[config.mk]
export PLATFORM = sky130hd
export DESIGN_NAME = key_search_controller
export DESIGN_NICKNAME = d
export VERILOG_FILES = /design/src/rtl/key_search_pkg.sv /design/src/rtl/lowest_set_encoder.sv /design/src/rtl/key_search_controller.sv
export SDC_FILE = /design/constraint.sdc
export NUM_CORES = 1
export LEC_CHECK = 0
export CAP_MARGIN = 20
export CORE_AREA = 2 2 261 263
export CTS_CLUSTER_SIZE = 40
export DETAILED_ROUTE_END_ITERATION = 12
export DIE_AREA = 0 0 263 265
export PLACE_DENSITY = 0.38
export SKIP_CTS_REPAIR_TIMING = 1
export SLEW_MARGIN = 20
export SYNTH_ARGS = -nofsm -noshare
export SYNTH_HDL_FRONTEND = slang
export SYNTH_HIERARCHICAL = 1
export SYNTH_SLANG_ARGS = --single-unit
[constraint.sdc]
create_clock -name clk -period 3.45 [get_ports clk]
set_clock_uncertainty 0.15 [all_clocks]
set_input_delay 0.5175 -clock clk [delete_from_list [all_inputs] [get_ports clk]]
set_output_delay 0.5175 -clock clk [all_outputs]
set_load 0.01 [all_outputs]
[src/rtl/key_search_pkg.sv]
`default_nettype none
// ---------------------------------------------------------------------------
// key_search_pkg : shared types and partition helpers for the RC4 key search
// Revision: 1.0
// ---------------------------------------------------------------------------
package key_search_pkg;

    typedef logic [63:0] ks_u64_t;

    typedef enum logic [2:0] {
        KS_IDLE      = 3'd0,
        KS_LAUNCH    = 3'd1,
        KS_RUN       = 3'd2,
        KS_FOUND     = 3'd3,
        KS_EXHAUSTED = 3'd4
    } ks_state_t;

    function automatic int cidx_w(input int n);
        return (n <= 1) ? 1 : $clog2(n);
    endfunction

    function automatic ks_u64_t slice_base(input int i, input ks_u64_t key_space,
                                           input int core_count);
        return ks_u64_t'(i) * (key_space / ks_u64_t'(core_count));
    endfunction

    // The last slice runs to the end of the key space, absorbing the remainder.
    function automatic ks_u64_t slice_limit(input int i, input ks_u64_t key_space,
                                            input int core_count);
        if (i == core_count - 1)
            return key_space;
        return ks_u64_t'(i + 1) * (key_space / ks_u64_t'(core_count));
    endfunction

endpackage
`default_nettype wire

[src/rtl/lowest_set_encoder.sv]
`default_nettype none
// ---------------------------------------------------------------------------
// lowest_set_encoder : index of the lowest set bit of a vector, plus any-set flag
// Revision: 1.0
// ---------------------------------------------------------------------------
module lowest_set_encoder
    import key_search_pkg::*;
#(
    parameter  int N  = 8,
    localparam int IW = cidx_w(N)
) (
    input  logic [N-1:0]  i_vec,
    output logic [IW-1:0] o_index,
    output logic          o_any
);

    // Scanning downwards lets the lowest set bit overwrite any higher one.
    always_comb begin
        o_index = '0;
        o_any   = |i_vec;
        for (int i = N - 1; i >= 0; i--) begin
            if (i_vec[i])
                o_index = IW'(i);
        end
    end

endmodule
`default_nettype wire

[src/rtl/key_search_controller.sv]
`default_nettype none
// ---------------------------------------------------------------------------
// key_search_controller : launches, arbitrates and stops a bank of RC4 cores
// Revision: 1.0
// ---------------------------------------------------------------------------
module key_search_controller
    import key_search_pkg::*;
#(
    parameter  int      CORE_COUNT = 8,
    parameter  int      KEY_WIDTH  = 24,
    parameter  ks_u64_t KEY_SPACE  = 64'd8388608,
    parameter  int      CYC_WIDTH  = 32,
    localparam int      CIDX_W     = cidx_w(CORE_COUNT)
) (
    input  logic                            clk,
    input  logic                            reset_n,
    input  logic                            start,
    input  logic [CIDX_W-1:0]               view_sel,
    input  logic [CORE_COUNT-1:0]           core_done,
    input  logic [CORE_COUNT-1:0]           core_invalid,
    input  logic [CORE_COUNT*KEY_WIDTH-1:0] core_key,
    output logic [CORE_COUNT-1:0]           core_start,
    output logic [CORE_COUNT*KEY_WIDTH-1:0] core_base,
    output logic [CORE_COUNT*KEY_WIDTH-1:0] core_limit,
    output logic                            stop,
    output logic                            found,
    output logic                            exhausted,
    output logic [KEY_WIDTH-1:0]            found_key,
    output logic [CIDX_W-1:0]               found_core,
    output logic [CYC_WIDTH-1:0]            busy_cycles,
    output logic [CIDX_W-1:0]               disp_core
);

    ks_state_t              r_state;
    ks_state_t              w_state_nxt;
    logic [CORE_COUNT-1:0]  r_inv_mask;
    logic                   r_found;
    logic                   r_exhausted;
    logic [KEY_WIDTH-1:0]   r_found_key;
    logic [CIDX_W-1:0]      r_found_core;
    logic [CYC_WIDTH-1:0]   r_busy;
    logic [CIDX_W-1:0]      r_disp_core;

    logic [CORE_COUNT-1:0]  w_eligible;
    logic [CORE_COUNT-1:0]  w_inv_next;
    logic                   w_all_inv;
    logic [CIDX_W-1:0]      w_idx;
    logic                   w_any;
    logic [KEY_WIDTH-1:0]   w_sel_key;
    logic [CORE_COUNT-1:0]  w_core_start;

    generate
        for (genvar gi = 0; gi < CORE_COUNT; gi++) begin : g_part
            assign core_base[gi*KEY_WIDTH +: KEY_WIDTH] =
                KEY_WIDTH'(slice_base(gi, KEY_SPACE, CORE_COUNT));
            assign core_limit[gi*KEY_WIDTH +: KEY_WIDTH] =
                KEY_WIDTH'(slice_limit(gi, KEY_SPACE, CORE_COUNT));
        end
    endgenerate

    // Eligibility uses the mask from earlier cycles, so a core whose invalid
    // first appears alongside its done still counts as a find.
    assign w_eligible = core_done & ~r_inv_mask;
    assign w_inv_next = r_inv_mask | core_invalid;
    assign w_all_inv  = &w_inv_next;

    lowest_set_encoder #(
        .N (CORE_COUNT)
    ) u_enc (
        .i_vec   (w_eligible),
        .o_index (w_idx),
        .o_any   (w_any)
    );

    always_comb begin
        w_sel_key = '0;
        for (int i = 0; i < CORE_COUNT; i++) begin
            if (w_idx == CIDX_W'(i))
                w_sel_key = core_key[i*KEY_WIDTH +: KEY_WIDTH];
        end
    end

    always_ff @(posedge clk or negedge reset_n) begin
        if (!reset_n)
            r_state <= KS_IDLE;
        else
            r_state <= w_state_nxt;
    end

    always_comb begin
        w_state_nxt  = r_state;
        w_core_start = '0;
        case (r_state)
            KS_IDLE: begin
                if (start)
                    w_state_nxt = KS_LAUNCH;
            end
            KS_LAUNCH: begin
                w_core_start = '1;
                w_state_nxt  = KS_RUN;
            end
            KS_RUN: begin
                if (w_any)
                    w_state_nxt = KS_FOUND;
                else if (w_all_inv)
                    w_state_nxt = KS_EXHAUSTED;
            end
            KS_FOUND, KS_EXHAUSTED: begin
                if (start)
                    w_state_nxt = KS_LAUNCH;
            end
            default: w_state_nxt = KS_IDLE;
        endcase
    end

    always_ff @(posedge clk or negedge reset_n) begin
        if (!reset_n) begin
            r_inv_mask   <= '0;
            r_found      <= 1'b0;
            r_exhausted  <= 1'b0;
            r_found_key  <= '0;
            r_found_core <= '0;
            r_busy       <= '0;
            r_disp_core  <= '0;
        end else begin
            r_disp_core <= r_found ? r_found_core : view_sel;
            if (r_state == KS_LAUNCH) begin
                r_inv_mask   <= '0;
                r_found      <= 1'b0;
                r_exhausted  <= 1'b0;
                r_found_key  <= '0;
                r_found_core <= '0;
                r_busy       <= '0;
            end else if (r_state == KS_RUN) begin
                r_inv_mask <= w_inv_next;
                if (r_busy != {CYC_WIDTH{1'b1}})
                    r_busy <= r_busy + CYC_WIDTH'(1);
                if (w_any) begin
                    r_found      <= 1'b1;
                    r_found_core <= w_idx;
                    r_found_key  <= w_sel_key;
                end else if (w_all_inv) begin
                    r_exhausted <= 1'b1;
                end
            end
        end
    end

    assign core_start  = w_core_start;
    assign stop        = (r_state == KS_FOUND) || (r_state == KS_EXHAUSTED);
    assign found       = r_found;
    assign exhausted   = r_exhausted;
    assign found_key   = r_found_key;
    assign found_core  = r_found_core;
    assign busy_cycles = r_busy;
    assign disp_core   = r_disp_core;

endmodule
`default_nettype wire
== Word-level counts from Yosys, hierarchy flattened ==
Cells that the tools add are included.

* Register bits: 75
* Input bits: 214
* Output and inout port bits: 457
* Logic and storage cells: 81

* Add/subtract/negate cells: 1
* Equal/unequal tests: 15
* Muxes and demuxes: 40
* Bitwise gates (word level): 3
* Reduce and logical (&&, ||, !) cells: 14

{| class="wikitable"
|+ Operator list
! cell !! count
|-
| $mux W24 || 11
|-
| $mux W32 || 3
|-
| $mux W3 || 15
|-
| $add A32 B1 Y32 const B || 1
|-
| $ne A32 B32 Y1 const B || 1
|-
| $mux W8 || 3
|-
| $eq A3 B3 Y1 const B || 5
|-
| $eq A3 B2 Y1 const B || 4
|-
| $pmux W3 S3 || 1
|-
| $and A8 B8 Y8 || 1
|-
| $not A8 Y8 || 1
|-
| $or A8 B8 Y8 || 1
|-
| $reduce_and A8 Y1 || 1
|-
| $reduce_bool A2 Y1 || 4
|-
| $reduce_or A8 Y1 || 1
|-
| $mux W1 || 7
|-
| $eq A3 B1 Y1 const B || 2
|-
| $logic_not A3 Y1 || 2
|-
| $reduce_and A2 Y1 || 3
|-
| $ne A3 B2 Y1 const B || 1
|-
| $reduce_and A3 Y1 || 1
|-
| $reduce_or A3 Y1 || 1
|-
| $ne A2 B1 Y1 const B || 1
|-
| $ne A2 B2 Y1 const B || 1
|-
| $logic_or A1 B1 Y1 || 1
|}

== Depth between registers and ports, before layout ==
Gate-level depths: netlist of the first run.

* Depth after elaboration: 22
* Mapped depth: 11
* Mapped depth without buffers: 9

== Cells and area by module ==
Netlist of the first run, hierarchy kept.

{| class="wikitable"
|+ Modules (own cells, without submodules)
! module !! instances !! cells an instance !! area an instance (um^2) !! seq. area each (um^2)
|-
| key_search_controller || 1 || 905 || 7923.8 || 1876.8
|-
| lowest_set_encoder || 1 || 13 || 81.3 || 0.0
|}

== Worst setup path after synthesis of the first run ==
Ideal clock, no wire load.

* Path type: input-to-reg
* Start: input core_done[7]
* End: register r_found_key[15] (netlist: found_key[15])
* Setup time: 0.120 ns
* Arrival: 2.499 ns
* Required time: 3.180 ns
* Slack: 0.681 ns
* Stages on the path: 9
* Buffers on the path: 2
* Cells stage by stage: nor2b_1 a21oi_1 o41ai_1 buf_2 buf_2 mux4_2 nor2_1 a2111oi_0 a31o_2

* Word-level cells in the longest chain between the ends: 21
* Elaborated cells between the ends (all ways): 31
* Classes of those cells: eq/ne: 7; mux: 19; bitwise: 1; reduce/logical: 4

{| class="wikitable"
|+ Ends and longest elaborated chain
! element !! RTL line !! text
|-
| start: declaration || key_search_controller.sv:19 || <nowiki>input logic [CORE_COUNT-1:0] core_done,</nowiki>
|-
| $and A8 B8 Y8 * || key_search_controller.sv:63 || <nowiki>assign w_eligible = core_done & ~r_inv_mask;</nowiki>
|-
| $mux W3 * (8 in a row) || lowest_set_encoder.sv:22 || <nowiki>if (i_vec[i])</nowiki>
|-
| net w_idx[0] || key_search_controller.sv:47 || <nowiki>logic [CIDX_W-1:0] w_idx;</nowiki>
|-
| $logic_not A3 Y1 || key_search_controller.sv:78 || <nowiki>if (w_idx == CIDX_W'(i))</nowiki>
|-
| $mux W24 (7 in a row) || key_search_controller.sv:78 ||
|-
| $mux W24 * || key_search_controller.sv:78 ||
|-
| $mux W24 * || key_search_controller.sv:138 || <nowiki>if (w_any) begin</nowiki>
|-
| $mux W24 * || key_search_controller.sv:134 || <nowiki>end else if (r_state == KS_RUN) begin</nowiki>
|-
| $mux W24 * || key_search_controller.sv:127 || <nowiki>if (r_state == KS_LAUNCH) begin</nowiki>
|-
| end signal: assignment || key_search_controller.sv:141 || <nowiki>r_found_key <= w_sel_key;</nowiki>
|-
| end: declaration || key_search_controller.sv:39 || <nowiki>logic [KEY_WIDTH-1:0] r_found_key;</nowiki>
|}

The timed path passes the listed nets; every way through them passes the cells marked *. The select of a mux whose other input is x is not followed.
A chain may end at the register's enable or synchronous reset.

== Worst setup path in the final report of the first run ==
* Start: input core_done[5]
* End: register r_found_key[3] (netlist: found_key[3])

* Word-level cells in the longest chain between the ends: 19
* Elaborated cells between the ends (all ways): 29
* Classes of those cells: eq/ne: 7; mux: 17; bitwise: 1; reduce/logical: 4

{| class="wikitable"
|+ Ends and longest elaborated chain
! element !! RTL line !! text
|-
| $and A8 B8 Y8 * || key_search_controller.sv:63 ||
|-
| net w_eligible[5] || key_search_controller.sv:44 || <nowiki>logic [CORE_COUNT-1:0] w_eligible;</nowiki>
|-
| $mux W3 * (6 in a row) || lowest_set_encoder.sv:22 ||
|-
| net w_idx[0] || key_search_controller.sv:47 ||
|-
| $logic_not A3 Y1 || key_search_controller.sv:78 ||
|-
| $mux W24 (7 in a row) || key_search_controller.sv:78 ||
|-
| $mux W24 * || key_search_controller.sv:78 ||
|-
| $mux W24 * || key_search_controller.sv:138 ||
|-
| $mux W24 * || key_search_controller.sv:134 ||
|-
| $mux W24 * || key_search_controller.sv:127 ||
|}

Marks and branches as above.

==> flow_summary.json, run 1 <==
{
  "outcome": "finished clean",
  "numCtsBuffers": 9,
  "worstReg2RegStart": "r_inv_mask[5]$_DFFE_PN0P_",
  "rrSetupSlack_ns": 0.45,
  "first_global_vias": 6233,
  "gp_congestion": 0.7973,
  "holdCritPathClass": "reg2reg",
  "synth.top_cell.area_share": 0.3667,
  "hold_end": "found_key[5]$_DFFE_PN0P_",
  "r2r_end": "found_key[3]$_DFFE_PN0P_",
  "maxCapViolCount": 0,
  "synth_edf_count": 0,
  "cts_tree": "built",
  "vdd.ir_drop.worst_mv": 0.2625,
  "p_total_w": 0.005898,
  "hold_viol": 0,
  "areaGrowthSynthToFinish_pct": 38.09,
  "clock_latency_ns": 0.38,
  "cts.sink_count": 75,
  "maxSlewViolCount": 0,
  "dieArea_um2": 69700,
  "placed_area_um2": 10710,
  "power_density_nw_per_um2": 533.5,
  "fin_setup_tns_ns": 0,
  "cp_max_fo": 11,
  "syn_inst": 918,
  "worstMarginPinSlew_ns": 0.6533,
  "final_antenna_net_count": 0,
  "ys_seq_area_frac": 0.2344,
  "firstDrtPassIters": 4,
  "fin_cells": 2083,
  "critPathArrivalTime_ns": 3.30,
  "antenna_found_initial": 3,
  "ys_types": 52,
  "grt_max_degree": 48,
  "crit_buf_inv": 3,
  "synthTopCellsByArea": "buf_4 (37%), dfrtp_1 (23%), mux4_2 (7.3%)",
  "critPathSlowestCell": "mux4_2",
  "htreeDepth": 3,
  "avgViaCountPerCell": 3.144,
  "routed_wl_um": 34310,
  "yosysWarningCount": 6,
  "final_nets": 1418,
  "synth_largest_area_cell": "buf_4",
  "clockRootBuffer": "clkbuf_16",
  "post-route-drc-count": 0,
  "worstSetupPathType": "in2reg",
  "max_clock_freq_ghz": 0.3155,
  "finalCriticalPeriod_ns": 3.170,
  "r2r_cells": 9,
  "cts_buffer_depth": 2,
  "syn_avg_cell_area_um2": 8.720,
  "drt_iter0_drc": 245,
  "critPathMaxStageDelay_ns": 0.51,
  "grt_overflow": 0,
  "syn-cell-area_um2": 8005,
  "period_share": 0.9188,
  "crit_path_end_kind": "register",
  "async_flop_share": 1.000,
  "crit_family": "buffers and inverters",
  "min-delay-start": "found_key[5]$_DFFE_PN0P_",
  "synth_flop_cell": "dfrtp_1",
  "final_cell_mix": "conb_1 (384), clkdlybuf4s50_1 (285), dfrtp_1 (75), nor2_1 (70), a21oi_1 (31)",
  "io_pins": 671,
  "die_height_um": 265,
  "max_slew_margin": 0.5532,
  "setup_violations": 0,
  "post_drt_wl_per_cell_um": 16.47,
  "drive_gt1_frac": 0.1192,
  "required_ns": 3.58,
  "clkTransAtPathRegs_ns": 0.08,
  "numPortBuffers": 286,
  "min_path_cells": 2,
  "rows": 95,
  "die_w_um": 263,
  "design_area_um2": 11050,
  "ys_seq_elements": 75,
  "rsz0062_at_grt": "false",
  "cp-startpoint": "core_done[5]",
  "critPathLaunchType": "primary input",
  "cp_cell_sequence": "clkdlybuf4s50_1, nor2b_1, a21oi_1, o41ai_2, buf_4, buf_12, mux4_2, nor2_1, a2111oi_0, a31o_2",
  "vias": 6549,
  "core_um2": 66800,
  "grt_first_pass_wirelength_um": 46080,
  "total_leakage_power_nw": 4.629,
  "final_util": 0.1655,
  "placedCellCount": 2064,
  "dpl.hpwl_um": 27290,
  "grt_util_all_layers": 0.09298,
  "initial_utilization": 0.1198,
  "layout_commonest_cell": "conb_1"
}
[logic make-up after synthesis]
logic type	after synthesis	synth area share
XOR/XNOR	5	0.005470
AND/OR/NAND/NOR	190	0.1227
adder cells (fa/ha/maj)	1	0.001563
AO/OA/AOI/OAI	148	0.1279
buffers and inverters	442	0.3937
multiplexers	55	0.1133
other	2	0.0009381
flip-flops	75	0.2344
[worst min-delay path, stage by stage (launching register included)]
cell,delay [ns]
dfrtp_1,0.35
nand3_1,0.06
o21ai_0,0.06
[how the worst max path moves through the flow]
stage	end	depth (start not counted)
floorplan	found_key[15]$_DFFE_PN0P_	9
finish	found_key[3]$_DFFE_PN0P_	10
global route	found_key[3]$_DFFE_PN0P_	10
detailed placement	found_key[4]$_DFFE_PN0P_	10
global placement	found_key[4]$_DFFE_PN0P_	10
CTS	found_key[4]$_DFFE_PN0P_	10
[per-stage QoR]
| stage | hold slack (ns) | setup slack, ns |
|---|---|---|
| 2_1_floorplan | 0.07191 | 0.6808 |
| 3_3_place_gp | 0.3428 | -0.2865 |
| 3_5_place_dp | 0.3430 | -0.2066 |
| 4_1_cts | -0.06197 | 0.2245 |
| 5_1_grt | 0.3742 | 0.06069 |
| 6_report | 0.3603 | 0.2802 |
[cell usage after synthesis, types with 12 or more instances]
library cell and n:
nor2_1 70, o21ai_0 20, mux4_2 26, or4_1 13
a21oi_1 31, nand2_1 21, nand4_1 12, buf_4 391
nand3_1 20, a2111oi_0 24, mux2_2 25, o22ai_1 24
a31o_2 22, dfrtp_1 75, clkbuf_1 24
[state kept, by name, summed over array words and instances (netlist names)]
| register | cells |
|---|---|
| found | 1 |
| r_inv_mask | 8 |
| disp_core | 3 |
| exhausted | 1 |
| busy_cycles | 32 |
| r_state | 3 |
| found_core | 3 |
| found_key | 24 |
[layer usage]
layer | GRT usage | wire length [µm] | vias to the layer above
li1 | - | - | 3038
met1 | 0.1151 | 14450 | 3133
met2 | 0.1549 | 16740 | 358
met3 | 0.03103 | 2698 | 20
met4 | 0.02286 | 425 | 0
met5 | 0 | 0 | -
[area by class of cell]
cell class / instances / area, µm²
Antenna cell: 2 / 5.005
Clock buffer: 10 / 229.0
Clock inverter: 6 / 96.34
Fill cell: 7570 / 55750
Inverter: 9 / 33.78
Multi-Input combinational cell: 783 / 4441
Sequential cell: 75 / 1877
Tap cell: 873 / 1092
Timing Repair Buffer: 325 / 3281
[power breakdown]
part / switching, W / internal, W
Clock: 0.000514 / 0.000647
Sequential: 0.000184 / 0.00109
Combinational: 0.00189 / 0.00157
Total: 0.00259 / 0.00331
No activity file was read; power rests on OpenSTA's default activity.
==> run 2: changes to the inputs <==
--- a/config.mk
+++ b/config.mk
@@ -12,7 +12,6 @@
 export DIE_AREA = 0 0 263 265
 export PLACE_DENSITY = 0.38
 export SKIP_CTS_REPAIR_TIMING = 1
-export SLEW_MARGIN = 20
 export SYNTH_ARGS = -nofsm -noshare
 export SYNTH_HDL_FRONTEND = slang
 export SYNTH_HIERARCHICAL = 1
==> results of run 2 <==
Same layout as run 1: the final DEF is identical, and so are final timing and power.
==> run 3: changes to the inputs <==
--- a/config.mk
+++ b/config.mk
@@ -7,9 +7,11 @@
 export LEC_CHECK = 0
 export CAP_MARGIN = 20
 export CORE_AREA = 2 2 261 263
+export CTS_CLUSTER_DIAMETER = 80
 export CTS_CLUSTER_SIZE = 40
 export DETAILED_ROUTE_END_ITERATION = 12
 export DIE_AREA = 0 0 263 265
+export HOLD_SLACK_MARGIN = 0.05
 export PLACE_DENSITY = 0.38
 export SKIP_CTS_REPAIR_TIMING = 1
 export SYNTH_ARGS = -nofsm -noshare
==> results of run 3 <==
Same layout as run 1: the final DEF is identical, and so are final timing and power.
